===== src/rtl/dl_meas_ctrl_if.sv =====
// Bundle of the start/status, delay-line and result-stream signals of
// dl_meas_ctrl. The slave modport is the measurement controller.
// The master modport is the side that drives it (system and delay line).
interface dl_meas_ctrl_if #(
    parameter int p_dl_length = 64
);
    logic                   i_start;
    logic [7:0]             i_shots;
    logic                   o_busy;
    logic                   o_dl_tx;
    logic                   i_dl_valid;
    logic [p_dl_length-1:0] i_dl_taps;
    logic                   o_res_valid;
    logic                   i_res_ready;
    logic [7:0]             o_res_data;

    modport slave (
        input  i_start, i_shots, i_dl_valid, i_dl_taps, i_res_ready,
        output o_busy, o_dl_tx, o_res_valid, o_res_data
    );

    modport master (
        output i_start, i_shots, i_dl_valid, i_dl_taps, i_res_ready,
        input  o_busy, o_dl_tx, o_res_valid, o_res_data
    );
endinterface


===== src/rtl/dl_meas_ctrl.sv =====
// dl_meas_ctrl: delay-line measurement controller.
// It launches a number of shots into a tapped delay line. For each capture it
// finds the first tap transition and accumulates the min, max and sum of the
// transition positions, plus a miss count. It then streams out five result
// bytes: min, max, sum[15:8], sum[7:0] and miss.
// Optional feature: define DL_MEAS_TIMEOUT_EN to turn a capture that does not
// arrive within p_timeout cycles into a miss. Without it, the controller
// waits for a capture indefinitely.
module dl_meas_ctrl #(
    parameter int p_dl_length = 64,
    parameter int p_timeout   = 255
) (
    input  logic           i_clk,
    input  logic           i_nrst,
    dl_meas_ctrl_if.slave  io_bus
);

    typedef enum logic [2:0] {
        IDLE   = 3'd0,
        LAUNCH = 3'd1,
        WAIT   = 3'd2,
        PROC   = 3'd3,
        SEND   = 3'd4
    } state_t;

    state_t                 r_state;
    state_t                 w_next_state;
    logic [7:0]             r_shots_left;
    logic [p_dl_length-1:0] r_taps;
    logic [7:0]             r_min;
    logic [7:0]             r_max;
    logic [15:0]            r_sum;
    logic [7:0]             r_miss;
    logic                   r_dl_tx;
    logic [2:0]             r_byte_idx;
    logic                   w_hit;
    logic [7:0]             w_pos;
    logic                   w_accept;
    logic                   w_timeout;
    logic [7:0]             w_res_data;

`ifdef DL_MEAS_TIMEOUT_EN
    logic [15:0]            r_wait_cnt;

    // A missing capture ends the wait on the last counted cycle of the window.
    assign w_timeout = (r_wait_cnt == 16'(p_timeout - 1)) && !io_bus.i_dl_valid;
`else
    assign w_timeout = 1'b0;
`endif

    assign w_accept = (r_state == SEND) && io_bus.i_res_ready;

    // The position is the first tap that differs from its predecessor.
    // The loop scans downwards so that the lowest matching index wins.
    always_comb begin
        w_hit = 1'b0;
        w_pos = 8'h00;
        for (int i = p_dl_length - 1; i >= 1; i--) begin
            if (r_taps[i] != r_taps[i-1]) begin
                w_hit = 1'b1;
                w_pos = i[7:0];
            end
        end
    end

    // FSM state register.
    always_ff @(posedge i_clk or negedge i_nrst) begin
        if (!i_nrst) begin
            r_state <= IDLE;
        end else begin
            r_state <= w_next_state;
        end
    end

    // FSM next-state logic.
    always_comb begin
        w_next_state = r_state;
        case (r_state)
            IDLE:    if (io_bus.i_start) w_next_state = LAUNCH;
            LAUNCH:  w_next_state = WAIT;
            WAIT:    if (io_bus.i_dl_valid || w_timeout) w_next_state = PROC;
            PROC:    w_next_state = (r_shots_left == 8'd1) ? SEND : LAUNCH;
            SEND:    if (w_accept && (r_byte_idx == 3'd4)) w_next_state = IDLE;
            default: w_next_state = IDLE;
        endcase
    end

    // Datapath: shot counter, launch level, captured taps, accumulators and byte index.
    always_ff @(posedge i_clk or negedge i_nrst) begin
        if (!i_nrst) begin
            r_shots_left <= 8'h00;
            r_taps       <= '0;
            r_min        <= 8'h00;
            r_max        <= 8'h00;
            r_sum        <= 16'h0000;
            r_miss       <= 8'h00;
            r_dl_tx      <= 1'b0;
            r_byte_idx   <= 3'd0;
        end else begin
            case (r_state)
                IDLE: begin
                    if (io_bus.i_start) begin
                        r_shots_left <= (io_bus.i_shots == 8'd0) ? 8'd1 : io_bus.i_shots;
                        r_min        <= 8'hFF;
                        r_max        <= 8'h00;
                        r_sum        <= 16'h0000;
                        r_miss       <= 8'h00;
                        r_byte_idx   <= 3'd0;
                    end
                end
                LAUNCH: begin
                    r_dl_tx <= ~r_dl_tx;
                end
                WAIT: begin
                    if (io_bus.i_dl_valid) begin
                        r_taps <= io_bus.i_dl_taps;
                    end else if (w_timeout) begin
                        // A vector with no transition makes the processing step score a miss.
                        r_taps <= '0;
                    end
                end
                PROC: begin
                    r_shots_left <= r_shots_left - 8'd1;
                    if (w_hit) begin
                        if (w_pos < r_min) r_min <= w_pos;
                        if (w_pos > r_max) r_max <= w_pos;
                        r_sum <= r_sum + {8'h00, w_pos};
                    end else if (r_miss != 8'hFF) begin
                        r_miss <= r_miss + 8'd1;
                    end
                end
                SEND: begin
                    if (w_accept) r_byte_idx <= r_byte_idx + 3'd1;
                end
                default: ;
            endcase
        end
    end

`ifdef DL_MEAS_TIMEOUT_EN
    // The wait-cycle counter restarts at every launch and runs while waiting.
    always_ff @(posedge i_clk or negedge i_nrst) begin
        if (!i_nrst) begin
            r_wait_cnt <= 16'h0000;
        end else if (r_state == LAUNCH) begin
            r_wait_cnt <= 16'h0000;
        end else if (r_state == WAIT) begin
            r_wait_cnt <= r_wait_cnt + 16'd1;
        end
    end
`endif

    // Result byte mux. It drives zero whenever no byte is being offered.
    always_comb begin
        w_res_data = 8'h00;
        if (r_state == SEND) begin
            case (r_byte_idx)
                3'd0:    w_res_data = r_min;
                3'd1:    w_res_data = r_max;
                3'd2:    w_res_data = r_sum[15:8];
                3'd3:    w_res_data = r_sum[7:0];
                3'd4:    w_res_data = r_miss;
                default: w_res_data = 8'h00;
            endcase
        end
    end

    assign io_bus.o_busy      = (r_state != IDLE);
    assign io_bus.o_dl_tx     = r_dl_tx;
    assign io_bus.o_res_valid = (r_state == SEND);
    assign io_bus.o_res_data  = w_res_data;

endmodule

===== src/flat_wrapper.sv =====
// flat-port wrapper written by rule: the top's interface ports become plain ports
module dl_meas_ctrl_flat 
#(
    parameter int p_dl_length = 64,
    parameter int p_timeout   = 255
)
  (i_clk, i_nrst, io_bus_i_start, io_bus_i_shots, io_bus_i_dl_valid, io_bus_i_dl_taps, io_bus_i_res_ready, io_bus_o_busy, io_bus_o_dl_tx, io_bus_o_res_valid, io_bus_o_res_data);
  dl_meas_ctrl_if #(.p_dl_length(p_dl_length)) io_bus_i ();
  input  logic i_clk;
  input  logic i_nrst;
  input wire logic [$bits(io_bus_i.i_start)-1:0] io_bus_i_start;
  input wire logic [$bits(io_bus_i.i_shots)-1:0] io_bus_i_shots;
  input wire logic [$bits(io_bus_i.i_dl_valid)-1:0] io_bus_i_dl_valid;
  input wire logic [$bits(io_bus_i.i_dl_taps)-1:0] io_bus_i_dl_taps;
  input wire logic [$bits(io_bus_i.i_res_ready)-1:0] io_bus_i_res_ready;
  output wire logic [$bits(io_bus_i.o_busy)-1:0] io_bus_o_busy;
  output wire logic [$bits(io_bus_i.o_dl_tx)-1:0] io_bus_o_dl_tx;
  output wire logic [$bits(io_bus_i.o_res_valid)-1:0] io_bus_o_res_valid;
  output wire logic [$bits(io_bus_i.o_res_data)-1:0] io_bus_o_res_data;
  assign io_bus_i.i_start = io_bus_i_start;
  assign io_bus_i.i_shots = io_bus_i_shots;
  assign io_bus_i.i_dl_valid = io_bus_i_dl_valid;
  assign io_bus_i.i_dl_taps = io_bus_i_dl_taps;
  assign io_bus_i.i_res_ready = io_bus_i_res_ready;
  assign io_bus_o_busy = io_bus_i.o_busy;
  assign io_bus_o_dl_tx = io_bus_i.o_dl_tx;
  assign io_bus_o_res_valid = io_bus_i.o_res_valid;
  assign io_bus_o_res_data = io_bus_i.o_res_data;
  dl_meas_ctrl #(.p_dl_length(p_dl_length), .p_timeout(p_timeout)) u_core (.i_clk(i_clk), .i_nrst(i_nrst), .io_bus(io_bus_i));
endmodule

===== config.mk =====
export PLATFORM = sky130hd
export DESIGN_NAME = dl_meas_ctrl_flat
export DESIGN_NICKNAME = d
export VERILOG_FILES = /design/src/rtl/dl_meas_ctrl_if.sv /design/src/rtl/dl_meas_ctrl.sv /design/src/flat_wrapper.sv
export SDC_FILE = /design/constraint.sdc
export NUM_CORES = 1
export LEC_CHECK = 0
export ABC_AREA = 1
export BUFFER_PORTS_ARGS = -buffer_cell sky130_fd_sc_hd__buf_2
export CAP_MARGIN = 20
export CORE_ASPECT_RATIO = 1.25
export CORE_UTILIZATION = 25
export CTS_CLUSTER_DIAMETER = 80
export CTS_CLUSTER_SIZE = 12
export DETAILED_ROUTE_END_ITERATION = 8
export PLACE_DENSITY = 0.54
export SLEW_MARGIN = 40
export SYNTH_ARGS = -nofsm -noshare
export SYNTH_HDL_FRONTEND = slang
export SYNTH_SLANG_ARGS = --single-unit

===== constraint.sdc =====
create_clock -name i_clk -period 5.81 [get_ports i_clk]
set_input_delay 1.162 -clock i_clk [delete_from_list [all_inputs] [get_ports i_clk]]
set_output_delay 1.162 -clock i_clk [all_outputs]
set_load 0.02 [all_outputs]

# Yosys cells after proc, flatten, opt, wreduce, memory -nomap -nowiden
# Cells that the tools add are included.
[totals] memories=0 out_inout_bits=11 ramBits=0 inputBits=77 elab_cells=267 register_bits=119 mem_bits_ro=0 latch_bits=0
[op_classes] addsub=4 div_mod_pow=0 n_reduce_logical=16 shifts=0 n_mul=0 bitwise=1 eq_ne=82 magnitude_cmp=2 n_mux=153
[ops] cell="$mux 8" n=73
[ops] cell="$pmux 8 s2" n=4
[ops] cell="$mux 1" n=63
[ops] cell="$ne 1x1->1" n=63
[ops] cell="$pmux 8 s5" n=1
[ops] cell="$mux 16" n=2
[ops] cell="$pmux 16 s2" n=1
[ops] cell="$mux 3" n=6
[ops] cell="$add 16x8->16" n=1
[ops] cell="$pmux 3 s5" n=1
[ops] cell="$eq 3x2->1 const B" n=4
[ops] cell="$ne 2x1->1 const B" n=6
[ops] cell="$reduce_and 4->1" n=3
[ops] cell="$reduce_and 3->1" n=3
[ops] cell="$add 8x1->8 const B" n=1
[ops] cell="$eq 8x1->1 const B" n=1
[ops] cell="$gt 8x8->1" n=1
[ops] cell="$logic_not 8->1" n=1
[ops] cell="$lt 8x8->1" n=1
[ops] cell="$ne 8x8->1 const B" n=1
[ops] cell="$sub 8x1->8 const B" n=1
[ops] cell="$eq 3x1->1 const B" n=2
[ops] cell="$eq 3x3->1 const B" n=2
[ops] cell="$logic_not 3->1" n=2
[ops] cell="other kinds (9)" n=14

# Longest topological paths before layout
# Gate-level depths: netlist (run 1).
[logic_depth] depth_word=68 mapped_depth=83 ltp_nobuf=83

# Least setup slack after synthesis (run 1)
# Ideal clock, no wire load.
[synth_path] path_kind="reg-to-reg" startpoint="register u_core.r_taps[59]" endpoint="register u_core.r_sum[15]" path_buffers=0 path_stages_with_launch=79 setup_time_ns=0.136 t_required_ns=5.674 t_arrival_ns=5.316 period_less_slack_ns=5.451 slack_ns=0.359 path_cell_list="dfrtp_1 xnor2_1 nand2_1 nand2_1 nand2_1 nand2_1 nand2_1 nand2_1 nand2_1 nand2_1 nand2_1 nand2_1 nand2_1 nand2_1 nand2_1 nand2_1 nand2_1 nand2_1 [... 43 more ...] nand2_1 ha_1 a31oi_1 nor2_1 nor2_1 nor2_1 nor2_1 nor2_1 nor2_1 nor3_1 inv_1 or4_1 nor2_1 inv_1 nor2_1 inv_1 nor3_1 nor3_1"
[synth_via] elab_chain_len=64 elab_cells_between_ends=127 classes_between="1 x add/sub; 3 x eq/ne; 122 x mux; 1 x reduce/logical"
[synth_lines] item="start: declaration" line_no="dl_meas_ctrl.sv:29" rtl="logic [p_dl_length-1:0] r_taps;"
[synth_lines] item="start signal: assignment" line_no="dl_meas_ctrl.sv:116" rtl="r_taps <= io_bus.i_dl_taps;"
[synth_lines] item="$ne 1x1->1" line_no="dl_meas_ctrl.sv:59" rtl="if (r_taps[i] != r_taps[i-1]) begin"
[synth_lines] item="$mux 8 (60 in a row)" line_no="dl_meas_ctrl.sv:59"
[synth_lines] item="$add 16x8->16" line_no="dl_meas_ctrl.sv:127" rtl="r_sum <= r_sum + {8'h00, w_pos};"
[synth_lines] item="$mux 16" line_no="dl_meas_ctrl.sv:124" rtl="if (w_hit) begin"
[synth_lines] item="$pmux 16 s2" line_no="dl_meas_ctrl.sv:100" rtl="case (r_state)"
[synth_lines] item="end signal: assignment" line_no="dl_meas_ctrl.sv:127"
[synth_lines] item="end: declaration" line_no="dl_meas_ctrl.sv:32" rtl="logic [15:0] r_sum;"
# Several ways; a longest one is shown, not always the timed one. The select of a mux whose other input is x is not followed.
# A chain may end at the register's enable or synchronous reset.

# Worst setup path in the final report (run 1)
[layout_path] startpoint="register u_core.r_taps[62]" endpoint="register u_core.r_sum[15]"
[layout_via] elab_chain_len=67 elab_cells_between_ends=133 classes_between="1 x add/sub; 3 x eq/ne; 128 x mux; 1 x reduce/logical"
[layout_lines] item="$ne 1x1->1" line_no="dl_meas_ctrl.sv:59"
[layout_lines] item="$mux 6" line_no="dl_meas_ctrl.sv:59"
[layout_lines] item="$mux 8 (62 in a row)" line_no="dl_meas_ctrl.sv:59"
[layout_lines] item="$add 16x8->16" line_no="dl_meas_ctrl.sv:127"
[layout_lines] item="$mux 16" line_no="dl_meas_ctrl.sv:124"
[layout_lines] item="$pmux 16 s2" line_no="dl_meas_ctrl.sv:100"
# Several ways; a longest one is shown, not always the timed one. The select of a mux whose other input is x is not followed.

==> results of run 1 <==
## cells in the final DEF, fill, tap and decap left out, types with 5 or more instances in the layout
cell / n
nand2_2: 8
inv_2: 6
xnor2_1: 60
o22ai_1: 11
mux2_2: 61
a31oi_1: 5
nor2_2: 5
o21ai_0: 19
clkbuf_16: 17
nor3_1: 16
nor2_1: 92
nand3_1: 21
o22ai_2: 6
buf_6: 6
a21oi_1: 22
buf_4: 23
dfrtp_1: 116
inv_1: 84
ha_1: 23
a21oi_2: 5
buf_2: 86
nand2_1: 187
## routing by layer
layer	track usage	routed length [um]	up-vias
met5	0	27	-
met4	0.0400	361	4
met3	0.0404	987	31
met2	0.218	8600	106
met1	0.142	7020	2761
li1	-	-	2955
## synth_stat cells, drive strengths merged (6+ instances only)
library cell  count  area, um^2
nand2           199         764
inv              91         342
dfrtp           116        2900
o21ai            25         125
clkbuf            8        30.0
mux2             61         687
nor2             99         372
nor3             19        95.1
a31oi             6        37.5
a21oi            27         135
xnor2            61         534
ha               25         313
nand3            22         110
o22ai            17         106
## critical path, delay by kind of cell (launching register included)
kind	cells	cell delay (ps)
flip-flops	1	400
AO/OA/AOI/OAI	1	90
buffers and inverters	4	310
AND/OR/NAND/NOR	76	4880
adder cells (fa/ha/maj)	1	150
## stage by stage
| step | std cells | util | power, W | instance area (um^2) |
|---|---|---|---|---|
| after detailed placement | 1261 | 0.294 | 0.00376 | 7900 |
| after global placement | 1259 | 0.292 | 0.00373 | 7850 |
| final | 1306 | 0.328 | 0.00503 | 8830 |
| after global routing | 1305 | 0.328 | 0.00549 | 8830 |
| after floorplan | 821 | - | 0.00317 | 6880 |
| after CTS | 1298 | 0.321 | 0.00496 | 8630 |
## area by class of cell
class	instances	area share
Antenna cell	3	0.000850
Sequential cell	116	0.329
Multi-Input combinational cell	598	0.430
Tap cell	345	0.0489
Clock inverter	11	0.0171
Timing Repair Buffer	117	0.0813
Clock buffer	21	0.0521
Inverter	95	0.0407
## sequential cells by signal (all words and copies together), names as in the netlist
signal                 count
u_core.r_state             3
u_core.r_min               7
u_core.io_bus.o_dl_tx      1
u_core.r_shots_left        8
u_core.r_miss              8
u_core.r_taps             64
u_core.r_byte_idx          3
u_core.r_max               6
u_core.r_sum              16
## power by group through the flow
stage	logic, W	clock network, W	registers [W]
6_report	0.00252	0.00108	0.00143
4_1_cts	0.00241	0.00111	0.00143
2_1_floorplan	0.00180	0	0.00137
3_3_place_gp	0.00230	0	0.00143
3_5_place_dp	0.00232	0	0.00144
5_1_grt	0.00288	0.00114	0.00147
## cells by family (layout without fill, tap and decap cells)
family | Yosys count | count (layout)
flip-flops | 116 | 116
multiplexers | 61 | 61
XOR/XNOR | 64 | 64
adder cells (fa/ha/maj) | 26 | 26
AO/OA/AOI/OAI | 97 | 97
other | 0 | 3
AND/OR/NAND/NOR | 350 | 350
buffers and inverters | 107 | 244
## repair_timing
action | in CTS | in global routing
pin swaps | 8 | 20
hold buffers | 0 | 0
resized for setup | 19 | 47
endpoints found under the hold margin | 0 | 0
endpoints found under the setup margin | 7 | 19
buffers inserted | 5 | 5
## worst min-delay path by stage
stage | start | endpoint | slack [ps] | cells after the start
4_1_cts | u_core.r_min[1] | u_core.r_min[1] | 480 | 2
5_1_grt | u_core.r_min[1] | u_core.r_min[1] | 500 | 2
6_report | u_core.r_min[1] | u_core.r_min[1] | 480 | 2
3_3_place_gp | u_core.r_min[5] | u_core.r_min[5] | 460 | 2
3_5_place_dp | u_core.r_min[1] | u_core.r_min[1] | 470 | 2
2_1_floorplan | u_core.r_min[1] | u_core.r_min[1] | 440 | 2
==> run_results.csv, run 1 <==
group,metric,value,unit
sta,min_period_over_period,1.03,
worst_setup_path,r2r-start,"u_core.r_taps[62]",
sta,skew,13.8,ps
worst_setup_path,r2r_end,"u_core.r_sum[15]",
sta,fin_tns_setup,-558,ps
worst_setup_path,worst_setup_path_start_kind,"flop",
worst_setup_path,critPathArrivalTime,6260,ps
worst_setup_path,startpoint,"u_core.r_taps[62]",
synth,synth_cells,821,
sta,finalHoldViolations,0,
hold_path,hold_class,"flop to flop",
pwr,vdd_ir_drop_max,0.291,mV
worst_setup_path,r2r_cells,82,
floorplan,die_w,150,um
floorplan,ios,88,
cells_and_area,drive_above_1_share,0.272,
routing,via_per_inst,4.48,
global_route,grt_pass1_vias,5744,
placement,dp_hpwl,12800,um
cells_and_area,fill_cells,2838,
global_route,track_usage,0.125,
global_route,grt_first_pass_wirelength,27500,um
clock_tree,cts_buffer_depth,2,
worst_setup_path,cp_max_fo,3,
synth,synth_compound_gate_area_share,0.0847,
routing,wirelength,17000,um
placement,place_congestion,0.901,
floorplan,num_rows,67,
synth,synth_xor_area_frac,0.0815,
worst_setup_path,slowest_delay,450,ps
sta,max_slew.worst_pin.slew,698,ps
global_route,grt_max_degree,70,
routing,ant_nets,0,
synth,syn-cell-area,0.00688,mm^2
synth,synth-edff-count,0,
synth,synth_simple_gate_area_frac,0.205,
routing,first_pass_iters,4,
pwr,p_int,0.00303,W
worst_setup_path,path_class,"flop to flop",
worst_setup_path,reg2reg_slack,-150,ps
run,maxCapViolations,0,
clock_tree,clkSinkCount,116,
pwr,p_switching,0.00200,W
sta,holdWs,478,ps
synth,synthMuxAreaShare,0.0998,
synth,ys_warn_count,0,
pwr,power.sequential.fraction,0.284,
sta,period_minus_slack,5960,ps
floorplan,initial_core_util,0.256,
routing,drc_errors,0,
cells_and_area,layout.nets,1048,
sta,finalSetupViolCount,6,
synth,ys_seq_elements,116,
synth,syn_area_per_cell,8.38,um^2
floorplan,design.core.area,0.0269,mm^2
global_route,antenna_found_initial,5,
pwr,pwr-share-clk,0.215,
cells_and_area,multiInputGateArea,0.00380,mm^2
clock_tree,clockRootBuffer,"clkbuf_16",
synth,ys.flop_type,"dfrtp_1",
worst_setup_path,end_kind,"flop",
synth,synthAdderAreaFrac,0.0484,
clock_tree,tritoncts,"done",
clock_tree,cts_made_buffers,17,
routing,wl_per_cell,13.0,um
synth,synthDistinctLibCells,37,
placement,pre_cts_slack,-226,ps
clock_tree,worstSkewPairLatency,420,ps
cells_and_area,seqCellArea,0.00290,mm^2
floorplan,die_area,0.0282,mm^2
worst_setup_path,cp.required,6100,ps
cells_and_area,area_growth,28.4,%
floorplan,die_h,187,um
synth,seq_area_frac_synth,0.422,
clock_tree,clkSlewWorstSetupHoldPaths,50,ps
pwr,swShare,0.398,
worst_setup_path,crit_path_top_delay_cell,"or4_4",
synth,synth_top_family_by_area,"simple AND/OR/NAND/NOR gates",
worst_setup_path,cp-endpoint,"u_core.r_sum[15]",
sta,slew_viol_final,0,
synth,async_reset_ff_frac,1.00,
outcome,status,"complete, but fails checks",
sta,max_freq,168,MHz
sta,relSlewSlack,0.523,
global_route,grt_overflow,0,
pwr,comb_power_share,0.502,
clock_tree,htree_levels,4,
pwr,leakage,4.02,nW
synth,syn-num-nets,924,
routing,drt_iter0_markers,260,
sta,fin_ws,-154,ps
pwr,power_density,569,mW/mm^2
routing,vias,5857,
sta,rsz0062_at_grt,"yes",
placement,numPortBuffers,87,
outcome,violations,"setup timing",
worst_setup_path,cp_common_cell,"nand2_1",
Note: power is estimated with default switching activity, not from simulation.
==> run 2, diff against run 1 <==
--- a/config.mk
+++ b/config.mk
@@ -10,6 +10,7 @@
 export CAP_MARGIN = 20
 export CORE_ASPECT_RATIO = 1.25
 export CORE_UTILIZATION = 25
+export CTS_BUF_LIST = sky130_fd_sc_hd__clkbuf_16
 export CTS_CLUSTER_DIAMETER = 80
 export CTS_CLUSTER_SIZE = 12
 export DETAILED_ROUTE_END_ITERATION = 8
==> run 2 against run 1 <==
Effect of this change:
- global-route usage barely moved
- first-iteration DRC count decreased by 4.6%
- setup slack lost 2.1 ps
- hold slack about the same
- the run still ends with setup timing left
- count of clock-buffer cells in the layout shrank 4
- power down 0.52%
- largest cell class unchanged
- combinational power hardly changed
- critical path depth is the same
- core utilization decreased by 0.074 points
- highest routed layer unchanged
- sequential power about the same
- register-to-register slack about the same
==> run_results.csv, run 2 (same netlist as run 1, synthesis figures left out) <==
group,metric,value,unit
outcome,status,"complete, but fails checks",
outcome,violations,"setup timing",
cells_and_area,top_register,"u_core.r_taps",
cells_and_area,final_cell_area,0.00881,mm^2
placement,placed_cells,1261,
floorplan,ios,88,
routing,wirelength,17000,um
cells_and_area,fill_cells,2839,
global_route,grt_pass1_vias,5752,
floorplan,num_rows,67,
sta,relSlewSlack,0.523,
cells_and_area,layout.nets,1048,
sta,max_slew.worst_pin.slew,698,ps
cells_and_area,layout_commonest_cell,"nand2_1",
cells_and_area,final_cell_mix,"nand2_1, dfrtp_1, nor2_1",
cells_and_area,reg_top3,"u_core.r_taps: 64 flops, u_core.r_sum: 16 flops",
clock_tree,clkSinkCount,116,
global_route,busiest_layer,"met2",
routing,wl_per_cell,13.0,um
global_route,antenna_found_initial,5,
worst_setup_path,slowest_delay,450,ps
global_route,grt_use_met3,0.0404,
worst_setup_path,worst_setup_path_start_kind,"flop",
floorplan,die_w,150,um
pwr,pwr-share-clk,0.210,
cells_and_area,final_util,0.328,
placement,numPortBuffers,87,
clock_tree,clkSlewWorstSetupHoldPaths,50,ps
sta,period_minus_slack,5970,ps
sta,slew_viol_final,0,
clock_tree,htree_levels,4,
pwr,leakage,4.01,nW
clock_tree,tritoncts,"done",
pwr,power_density,568,mW/mm^2
worst_setup_path,cp.required,6100,ps
routing,ant_nets,0,
clock_tree,worstSkewPairLatency,420,ps
hold_path,hold_class,"flop to flop",
clock_tree,cts_buffer_depth,2,
floorplan,die_h,187,um
worst_setup_path,cp_top_family,"simple AND/OR/NAND/NOR gates",
sta,skew,13.9,ps
pwr,power.sequential.fraction,0.285,
routing,drt_iter0_markers,248,
clock_tree,clockRootBuffer,"clkbuf_16",
pwr,p_int,0.00300,W
global_route,grt_overflow,0,
sta,finalSetupViolCount,6,
routing,first_pass_iters,4,
worst_setup_path,critPathArrivalTime,6260,ps
global_route,gr-usage-met2,0.218,
sta,fin_ws,-156,ps
cells_and_area,area_growth,28.1,%
pwr,vdd_ir_drop_max,0.291,mV
floorplan,initial_core_util,0.256,
sta,rsz0062_at_grt,"yes",
global_route,grtUsageMet1,0.142,
worst_setup_path,cp_num_buf_inv,4,
placement,place_congestion,0.901,
sta,max_freq,168,MHz
pwr,p_switching,0.00200,W
worst_setup_path,crit_path_top_delay_cell,"or4_4",
run,maxCapViolations,0,
cells_and_area,largest_reg_flops,64,
floorplan,design.core.area,0.0269,mm^2
sta,finalHoldViolations,0,
placement,post_dp_cell_area,0.00790,mm^2
cells_and_area,drive_above_1_share,0.270,
cells_and_area,seqCellArea,0.00290,mm^2
global_route,grt_first_pass_wirelength,27500,um
routing,via_per_inst,4.50,
pwr,comb_power_share,0.505,
global_route,track_usage,0.125,
worst_setup_path,cp_common_cell,"nand2_1",
cells_and_area,instances_no_fill,1306,
sta,holdWs,478,ps
routing,vias,5876,
placement,dp_hpwl,12800,um
cells_and_area,multiInputGateArea,0.00380,mm^2
clock_tree,cts_made_buffers,17,
routing,drc_errors,0,
global_route,grt_max_degree,70,
pwr,swShare,0.400,
worst_setup_path,cp_max_fo,3,
worst_setup_path,end_kind,"flop",
floorplan,die_area,0.0282,mm^2
worst_setup_path,path_class,"flop to flop",
sta,min_period_over_period,1.03,
==> run 2: cell count changes in the layout (fill, tap and decap cells not counted) <==
cell / previous run / this run
clkbuf_1: 2 / 0
clkbuf_8: 2 / 0
clkinv_1: 4 / 6
inv_1: 84 / 86
==> run 2: layer usage <==
layer,share of wire,wire [um]
met5,0.0016,27
met4,0.018,307
met3,0.061,1030
met2,0.51,8660
met1,0.41,7000
==> run 2: metrics by stage <==
step	setup WS (ps)	TNS [ps]	power, W
after CTS	-186	-570	0.00493
after global placement	-208	-676	0.00373
after floorplan	359	0	0.00317
after global routing	-1140	-11560	0.00547
final	-156	-582	0.00500
after detailed placement	-226	-818	0.00376
==> run 2: layout make-up <==
class / instances / share of cell area
multi-input combinational: 598 / 0.431
sequential: 116 / 0.329
timing repair buffer: 117 / 0.0815
tap: 345 / 0.0490
clock buffer: 17 / 0.0483
inverter: 95 / 0.0407
clock inverter: 15 / 0.0189
antenna: 3 / 0.000852
==> run 2: worst min-delay path, cell delays in order, from the launching register on <==
cell and delay (ps):
dfrtp_1 340, nand2_1 60, nand2_1 50
==> run 2: final timing paths <==
| path | cells after the start | startpoint | endpoint | slack (ps) |
|---|---|---|---|---|
| max in group asynchronous | 2 | i_nrst | u_core.r_shots_left[0] | 3940 |
| min reg2reg | 2 | u_core.r_min[1] | u_core.r_min[1] | 480 |
| min in group asynchronous | 1 | i_nrst | u_core.r_byte_idx[0] | 740 |
| max | 82 | u_core.r_taps[62] | u_core.r_sum[15] | -160 |
| max reg2reg | 82 | u_core.r_taps[62] | u_core.r_sum[15] | -160 |
| min | 2 | u_core.r_min[1] | u_core.r_min[1] | 480 |
==> run 2: power groups by stage <==
stage | clock, W | sequential, W | combinational, W
finish | 0.00105 | 0.00143 | 0.00253
global route | 0.00111 | 0.00147 | 0.00288
CTS | 0.00108 | 0.00143 | 0.00242
detailed placement | 0 | 0.00144 | 0.00232
global placement | 0 | 0.00143 | 0.00230
floorplan | 0 | 0.00137 | 0.00180
==> run 2: timing repair <==
action / 4_1_cts / 5_1_grt
pin swaps: 8 / 20
setup endpoints to repair: 7 / 19
resized for setup: 19 / 47
setup buffers: 5 / 5
hold buffers: 0 / 0
==> run 3, diff against run 2 <==
--- a/config.mk
+++ b/config.mk
@@ -15,6 +15,7 @@
 export CTS_CLUSTER_SIZE = 12
 export DETAILED_ROUTE_END_ITERATION = 8
 export PLACE_DENSITY = 0.54
+export SKIP_CTS_REPAIR_TIMING = 1
 export SLEW_MARGIN = 40
 export SYNTH_ARGS = -nofsm -noshare
 export SYNTH_HDL_FRONTEND = slang
==> run 3 against run 2 <==
Effect of this change:
- the run still ends with setup timing left
- sequential cell count unchanged
- via count down 1.1%
- clock power about the same
- clock skew down 3.6 ps
- global-route usage down 0.097 points
- non-clock buffer count down 4
- largest power group unchanged
==> run_results.csv, run 3 (same netlist as run 1, synthesis figures left out) <==
group,metric,value,unit
outcome,status,"complete, but fails checks",
outcome,violations,"setup timing",
worst_setup_path,slowest_delay,400,ps
floorplan,initial_core_util,0.256,
floorplan,num_rows,67,
worst_setup_path,worst_setup_path_start_kind,"flop",
routing,wirelength,16800,um
clock_tree,worstSkewPairLatency,420,ps
pwr,power_density,563,mW/mm^2
clock_tree,cts_buffer_depth,2,
routing,drc_errors,0,
run,maxCapViolations,0,
sta,period_minus_slack,6000,ps
placement,pre_cts_slack,-226,ps
floorplan,die_area,0.0282,mm^2
worst_setup_path,cp_max_fo,3,
worst_setup_path,crit_path_top_delay_cell,"dfrtp_1",
worst_setup_path,reg2reg_slack,-190,ps
cells_and_area,largest_reg_flops,64,
pwr,swShare,0.400,
worst_setup_path,r2r_end,"u_core.r_sum[12]",
placement,dp_hpwl,12800,um
sta,max_freq,167,MHz
cells_and_area,layout_commonest_cell,"nand2_1",
sta,skew,10.3,ps
worst_setup_path,cp_common_cell,"nand2_1",
cells_and_area,fill_cells,2847,
clock_tree,clkSlewWorstSetupHoldPaths,50,ps
sta,max_slew.worst_pin.slew,689,ps
floorplan,design.core.area,0.0269,mm^2
cells_and_area,drive_above_1_share,0.245,
sta,fin_ws,-194,ps
routing,via_per_inst,4.46,
routing,first_pass_iters,4,
global_route,grt_overflow,0,
cells_and_area,reg_top3,"u_core.r_taps: 64 flops, u_core.r_sum: 16 flops",
clock_tree,htree_levels,4,
hold_path,whs_path_depth,2,
hold_path,hold_class,"flop to flop",
worst_setup_path,cp_num_buf_inv,5,
worst_setup_path,cp.depth,84,
cells_and_area,final_cell_mix,"nand2_1, dfrtp_1, nor2_1",
global_route,antenna_found_initial,5,
worst_setup_path,r2r-start,"u_core.r_taps[62]",
clock_tree,clockRootBuffer,"clkbuf_16",
sta,fin_tns_setup,-797,ps
pwr,p_int,0.00293,W
worst_setup_path,r2r_cells,84,
cells_and_area,area_growth,26.0,%
clock_tree,clkSinkCount,116,
floorplan,die_w,150,um
clock_tree,cts_made_buffers,17,
cells_and_area,final_util,0.322,
hold_path,min_to,"u_core.r_min[1]",
routing,vias,5811,
placement,place_congestion,0.901,
global_route,grt_first_pass_wirelength,27200,um
clock_tree,tritoncts,"done",
placement,numPortBuffers,87,
routing,wl_per_cell,12.9,um
floorplan,ios,88,
pwr,pwr-share-clk,0.216,
pwr,comb_power_share,0.492,
sta,rsz0062_at_grt,"yes",
pwr,power.sequential.fraction,0.292,
floorplan,die_h,187,um
global_route,grt_max_degree,70,
pwr,p_switching,0.00195,W
hold_path,hold_start,"u_core.r_min[1]",
cells_and_area,top_register,"u_core.r_taps",
sta,finalSetupViolCount,5,
routing,ant_nets,0,
routing,drt_iter0_markers,246,
worst_setup_path,startpoint,"u_core.r_taps[62]",
sta,finalHoldViolations,0,
sta,relSlewSlack,0.529,
worst_setup_path,cp.required,6110,ps
pwr,vdd_ir_drop_max,0.291,mV
global_route,track_usage,0.124,
global_route,grt_pass1_vias,5702,
sta,min_period_over_period,1.03,
sta,slew_viol_final,0,
cells_and_area,layout.nets,1044,
worst_setup_path,path_class,"flop to flop",
worst_setup_path,critPathArrivalTime,6310,ps
pwr,leakage,3.99,nW
worst_setup_path,cp_top_family,"simple AND/OR/NAND/NOR gates",
worst_setup_path,end_kind,"flop",
==> run 3: per-layer routing <==
metal,track usage,vias up,share of wire
met5,0,-,0.0020
met2,0.215,109,0.51
met1,0.142,2733,0.42
li1,-,2944,-
met3,0.0404,21,0.059
met4,0.0408,4,0.013
==> run 3: worst register-to-register path, delay by kind of cell, from the launching register on <==
family	cells	cell delay (ps)
buf+inv	5	420
compound gates	3	380
simple gates	74	4380
flops	1	400
fa+ha+maj	2	340
==> run 3: power groups by stage <==
stage	clock network (W)	registers (W)	logic, W
6_report	0.00105	0.00142	0.00240
5_1_grt	0.00111	0.00147	0.00275
4_1_cts	0.00108	0.00143	0.00234
3_5_place_dp	0	0.00144	0.00232
3_3_place_gp	0	0.00143	0.00230
2_1_floorplan	0	0.00137	0.00180
==> run 3: layout make-up <==
cell class	count	area [um^2]	share of cell area
clock buffers	17	425	0.0491
inverters	95	357	0.0411
diodes	3	7.51	0.000866
multi-input cells	598	3700	0.427
flip-flops and latches	116	2900	0.335
repair buffers	113	677	0.0781
clock inverters	15	166	0.0192
well taps	345	432	0.0498
==> run 3: worst max-delay path by stage <==
| stage | to | slack (ps) |
|---|---|---|
| 2_1_floorplan | u_core.r_sum[15] | 360 |
| 6_report | u_core.r_sum[12] | -190 |
| 3_3_place_gp | u_core.r_sum[14] | -210 |
| 4_1_cts | u_core.r_sum[15] | -300 |
| 5_1_grt | u_core.r_sum[14] | -1200 |
| 3_5_place_dp | u_core.r_sum[14] | -230 |
==> run 3: stage by stage <==
| step | total power, W | std cells | cell area [um^2] | hold slack [ps] |
|---|---|---|---|---|
| 2_1_floorplan | 0.00317 | 821 | 6880 | 442 |
| 3_3_place_gp | 0.00373 | 1259 | 7850 | 456 |
| 3_5_place_dp | 0.00376 | 1261 | 7900 | 466 |
| 4_1_cts | 0.00485 | 1293 | 8500 | 478 |
| 5_1_grt | 0.00534 | 1301 | 8670 | 502 |
| 6_report | 0.00488 | 1302 | 8670 | 477 |
